`src/rtl/stream_tx_driver.sv`:
```
// Ready/valid stream source with a small FIFO and LFSR-driven bubble insertion.
// Carries a transfer counter so scoreboards can track completed beats.
module stream_tx_driver #(
    parameter type         T        = logic,
    parameter int unsigned Depth    = 4,
    parameter logic [15:0] LfsrSeed = 16'hACE1
) (
    input  logic                     clk_i,
    input  logic                     rst_i,
    input  logic                     push_valid_i,
    output logic                     push_ready_o,
    input  T                         push_data_i,
    input  logic                     enable_i,
    input  logic [7:0]               stall_prob_i,
    output logic                     valid_o,
    input  logic                     ready_i,
    output T                         data_o,
    output logic [$clog2(Depth):0]   fifo_cnt_o,
    output logic [31:0]              tx_cnt_o,
    output logic                     idle_o
);

    localparam int unsigned AW = $clog2(Depth);
    localparam int unsigned CW = AW + 1;

    typedef enum logic {
        IDLE,
        SEND
    } state_t;

    state_t          state;
    T                mem [Depth];
    logic [AW-1:0]   wr_ptr;
    logic [AW-1:0]   rd_ptr;
    logic [CW-1:0]   cnt;
    logic [15:0]     lfsr;
    logic [31:0]     tx_cnt;
    logic            push;
    logic            pop;
    logic            go;
    logic            fb;

    // Full check uses the registered count only, so a pop never frees a slot early
    assign push_ready_o = (cnt < CW'(Depth));
    assign push         = push_valid_i & push_ready_o;
    assign pop          = (state == SEND) & ready_i;
    assign go           = enable_i & (lfsr[7:0] >= stall_prob_i);
    assign fb           = lfsr[0] ^ lfsr[2] ^ lfsr[3] ^ lfsr[5];

    assign valid_o    = (state == SEND);
    assign data_o     = mem[rd_ptr];
    assign fifo_cnt_o = cnt;
    assign tx_cnt_o   = tx_cnt;
    assign idle_o     = (state == IDLE) && (cnt == '0);

    always_ff @(posedge clk_i or posedge rst_i) begin
        if (rst_i) begin
            for (int i = 0; i < int'(Depth); i++) begin
                mem[i] <= '0;
            end
        end else if (push) begin
            mem[wr_ptr] <= push_data_i;
        end
    end

    // Pointers wrap naturally since Depth is a power of two
    always_ff @(posedge clk_i or posedge rst_i) begin
        if (rst_i) begin
            wr_ptr <= '0;
            rd_ptr <= '0;
            cnt    <= '0;
            tx_cnt <= '0;
        end else begin
            if (push) begin
                wr_ptr <= wr_ptr + AW'(1);
            end
            if (pop) begin
                rd_ptr <= rd_ptr + AW'(1);
                tx_cnt <= tx_cnt + 32'd1;
            end
            cnt <= cnt + CW'(push) - CW'(pop);
        end
    end

    always_ff @(posedge clk_i or posedge rst_i) begin
        if (rst_i) begin
            lfsr <= LfsrSeed;
        end else begin
            lfsr <= {fb, lfsr[15:1]};
        end
    end

    // Once in SEND, valid is held until the handshake regardless of go
    always_ff @(posedge clk_i or posedge rst_i) begin
        if (rst_i) begin
            state <= IDLE;
        end else begin
            unique case (state)
                IDLE: begin
                    if ((cnt != '0) && go) begin
                        state <= SEND;
                    end
                end
                SEND: begin
                    if (ready_i && !((cnt > CW'(1)) && go)) begin
                        state <= IDLE;
                    end
                end
                default: state <= IDLE;
            endcase
        end
    end

endmodule
```
`config.mk`:
```
export PLATFORM = sky130hd
export DESIGN_NAME = stream_tx_driver
export DESIGN_NICKNAME = d
export VERILOG_FILES = /design/src/rtl/stream_tx_driver.sv
export SDC_FILE = /design/constraint.sdc
export NUM_CORES = 1
export LEC_CHECK = 0
export BUFFER_PORTS_ARGS = -buffer_cell sky130_fd_sc_hd__buf_2
export CAP_MARGIN = 5
export CORE_MARGIN = 1.5
export CORE_UTILIZATION = 50
export DETAILED_ROUTE_END_ITERATION = 16
export GPL_TIMING_DRIVEN = 0
export PLACE_DENSITY = 0.82
export SYNTH_ARGS = -nofsm -noshare
export SYNTH_HDL_FRONTEND = slang
export SYNTH_SLANG_ARGS = --single-unit
```
`constraint.sdc`:
```
create_clock -name clk_i -period 2.8 [get_ports clk_i]
set_clock_uncertainty 0.15 [all_clocks]
set_input_delay 0.56 -clock clk_i [delete_from_list [all_inputs] [get_ports clk_i]]
set_output_delay 0.56 -clock clk_i [all_outputs]
set_load 0.05 [all_outputs]
```
Word-level counts from Yosys, hierarchy flattened
Cells that the tools add are included.

word-level totals
  register bits = 60
  input bits = 14
  word-level logic and storage cells = 47

cells by class
  add/subtract/negate cells = 5
  order comparisons = 6
  mux-type cells = 9
  bitwise gates (word level) = 9
  reduce and logical (&&, ||, !) cells = 8

operator list
  cell                                                                   number
  32-bit by 1-bit adder with 32-bit output (second input constant)       1
  8-bit greater-or-equal comparator                                      1
  3-bit greater-or-equal comparator (second input constant)              2
  2-bit NOT with 3-bit output                                            2
  1-bit logical AND                                                      5
  1-bit 2-to-1 mux                                                       5
  2-bit by 1-bit adder with 2-bit output (second input constant)         2
  4-bit bitwise mux                                                      1
  3-bit by 1-bit adder with 3-bit output                                 1
  1-bit AND                                                              3
  3-bit by 1-bit > comparator with 1-bit output (second input constant)  1
  3-bit logical NOT                                                      1
  3-bit by 1-bit < comparator with 1-bit output (second input constant)  1
  3-bit < comparator (second input constant)                             1
  3-bit nonzero test                                                     1
  3-bit by 1-bit subtractor with 3-bit output                            1
  1-bit bitwise XOR                                                      3
  1-bit binary-select mux with 2-bit select                              1
  1-bit demux with 2-bit select                                          1
  1-bit case mux with 2 select lines                                     1
  1-bit logical NOT                                                      1
  1-bit NOT                                                              1

Depth between registers and ports, before layout
  depth in word-level cells = 7
  depth in mapped cells = 9
  gate-level depth less buffers = 8

Worst setup path before layout
OpenSTA, ideal clock, no wires.

  path type = flip-flop to output port
  start = register state, in the netlist valid_o
  end = output idle_o
  arrival time = 2270 ps
  setup slack = -180 ps
  cell stages (with the launch flop) = 2
  path buffers = 0
  cell sequence = dfrtp_1 -> nor4_1

on the way
  longest elaborated chain between the ends = 2

RTL lines
  what                    RTL line  text
  from (decl)             31        state_t state;
  from (signal assigned)  96        state <= IDLE;
  from (signal assigned)  101       state <= SEND;
  from (signal assigned)  106       state <= IDLE;
  1-bit NOT               --
  1-bit logical AND       54        assign idle_o = (state == IDLE) && (cnt == '0);
  to (decl)               20        output logic idle_o

Every way passes these cells.

Worst setup path in the final report
  start = register cnt[2], in the netlist fifo_cnt_o[2]
  end = register cnt[2], in the netlist fifo_cnt_o[2]

on the way
  longest elaborated chain between the ends = 4

RTL lines
  what                                           RTL line  text
  from (decl)                                    35        logic [CW-1:0] cnt;
  from (signal assigned)                         81        cnt <= cnt + CW'(push) - CW'(pop);
  3-bit < comparator                             44        assign push_ready_o = (cnt < CW'(Depth));
  1-bit AND                                      45        assign push = push_valid_i & push_ready_o;
  3-bit by 1-bit adder with 3-bit output *       81
  3-bit by 1-bit subtractor with 3-bit output *  81

Every way passes the cells marked *; elsewhere a longest branch is shown, timed or not.
A chain may end at the register's enable or synchronous reset.

==> results.cfg <==
[run_status]
outcome = complete, no violations

[grt]
antenna_found_initial = 0
grt_max_degree = 42
track_usage_pct = 17.9
gr-total-overflow = 0
grt_pass1_vias = 1800
grt_first_pass_wirelength_um = 8120

[layout]
stdcell_area_mm2 = 0.00324
antenna_cells = 0
nets = 311
drive_gt1_share_pct = 31.9
syn2layout_area_growth_pct = 21.0

[yosys]
avgSynthCellArea_um2 = 12.4
ys_types = 31
synth_warnings = 0
synth_top_area_share_pct = 48.7
synth-seq-cells = 60
async_flop_share_pct = 100
yosys.cell_count.top_type = dfrtp_1
synthTopCellsByCount = dfrtp_1 (52), xnor2_1 (31), nand2_1 (22)
ys.flop_type = dfrtp_1
synth-edff-count = 0
synthCells = 216
synth_area_mm2 = 0.00267
seq_area_frac_synth_pct = 56.5
synth_fp_nets = 247
synth_area_leaders = dfrtp_1 (49%), xnor2_1 (10%), dfstp_2 (7.9%)
yosysTopAreaCell = dfrtp_1

[detailed_routing]
totalWireLength_um = 4600
drc = 0
ant_nets = 0
dr_total_vias = 1775
via_per_inst = 5.00
firstDrtPassIters = 4
drt_iter0_markers = 52
avgRoutedWirePerCell_um = 13.0

[floorplan]
die-height_um = 76.1
pin_count = 53
fp-row-count = 26
dieArea_mm2 = 0.00580
start_util_pct = 52.0
fp.coreArea_mm2 = 0.00514
die_w_um = 76.1

[critical_path]
critPathBufInv = 4
worstReg2RegStart = fifo_cnt_o[2]
cp_top_family = adder cells
reg2regPathDepth = 9
crit_type = flip-flop to flip-flop
critPathLaunchType = flip-flop
cpMaxStageDelayCell = dfrtp_1
reg2reg_setup_slack_ns = 0.56
worst_ep_required_time_ns = 2.86
critical_path.startpoint = fifo_cnt_o[2]
path_cells = nor2b_1, clkbuf_1, inv_1, ha_1, inv_1, ha_1, inv_1, fa_1, xor2_1
cpMostUsedCell = inv_1
endpoint_kind = flip-flop
slowest_delay_ns = 0.43
arrival_ns = 2.30
reg2reg_to = fifo_cnt_o[2]
critPathMaxFanout = 8

[timing]
hold_violations = 0
relSlewSlack_pct = 70.5
maxSlewViolCount = 0
period_share_pct = 80.0
min_period_ns = 2.24
setup_viol = 0
tns_ns = 0
fmax_ghz = 0.446
grt_setup_unrepaired = false
worstMarginPinSlew_ns = 0.442

[cts]
cts_setup_buffers = 0
cts_sinks = 60
cts_tree = done
numCtsBuffers = 9
htree_levels = 3
clk_pin_slew_worst_paths_ns = 0.07
cts-resized-gates = 0
cts_buffer_depth = 2
root_buffer = clkbuf_8
holdBufCountCts = 0
insertion_delay_ns = 0.33

[placement]
dp_hpwl_um = 3350
routabilityCongestion = 0.766
portBuffers = 52
dpl-instance-area_mm2 = 0.00305

[flow_run]
maxCapViolations = 0

[worst_hold_path]
hp-class = input port to asynchronous set/reset pin

[power]
pwr_density_cell_mw_per_mm2 = 702
irDropWorstVdd_v = 0.000692
p_leak_nw = 1.65
## worst max path at each step
stage | to | slack (ns) | cells past startpoint
5_1_grt | fifo_cnt_o[2] | 0.40 | 9
4_1_cts | fifo_cnt_o[2] | 0.54 | 9
3_5_place_dp | fifo_cnt_o[2] | 0.34 | 10
2_1_floorplan | idle_o | 0.42 | 1
6_report | fifo_cnt_o[2] | 0.56 | 9
3_3_place_gp | tx_cnt_o[11] | -0.04 | 2
## metrics by stage
stage	std cells	power [mW]	worst slack, ns	util [%]	hold WS (ns)
floorplan	216	1.43	0.421	-	0.181
global placement	338	1.52	-0.0370	58.9	0.187
detailed placement	339	1.55	0.340	59.3	0.192
CTS	355	2.31	0.539	63.0	0.0762
global route	355	2.40	0.398	63.0	0.0876
finish	355	2.27	0.560	63.0	0.0764
## power by group
| part | switching (mW) | internal [mW] | leakage, nW |
|---|---|---|---|
| clock network | 0.306 | 0.436 | 0.0947 |
| registers | 0.0722 | 0.952 | 0.786 |
| logic | 0.335 | 0.170 | 0.769 |
| total | 0.714 | 1.56 | 1.65 |
## placed cells by master (no fill, tap or decap), drive strengths merged, types with 3 or more instances in the layout
cell type  count
buf           53
dfrtp         52
xnor2         31
nand2         22
inv           19
ha            16
clkbuf        15
nand3         11
nand4          9
dfstp          8
nor2           7
xor2           7
and4           6
mux2           5
o21ai          3
a21oi          3
nand2b         3
## cells by family (layout without fill, tap and decap cells)
group,after synthesis,after routing,share of synthesized area [%]
adders and majority gates,17,17,8.24
xor gates and xnor gates,38,38,12.4
DFF,60,60,56.5
AOI/OAI and AO/OA,9,9,2.01
buffers and inverters,20,89,2.81
muxes,6,6,2.95
and+or+nand+nor,66,66,15.0
## registers in the layout, summed over array words and instances (netlist names)
name        flops
mem             4
rd_ptr          2
valid_o         1
lfsr           16
fifo_cnt_o      3
tx_cnt_o       32
wr_ptr          2
## metal layers
layer	up-vias	GRT usage, %	share of wire (%)
met2	57	28.4	47
met4	0	6.30	1.0
li1	852	-	-
met3	7	6.23	5.3
met1	859	23.1	47
met5	-	0	0
## cell type report
cell class,instances,area (um2)
fillers,429,1900
flip-flops and latches,60,1510
multi-input cells,136,1090
repair buffers,53,280
clock buffers,14,153
well taps,70,87.6
inverters,19,71.3
clock inverters,2,35.0
plain buffers,1,3.75
Note: power is estimated with default switching activity, not from simulation.
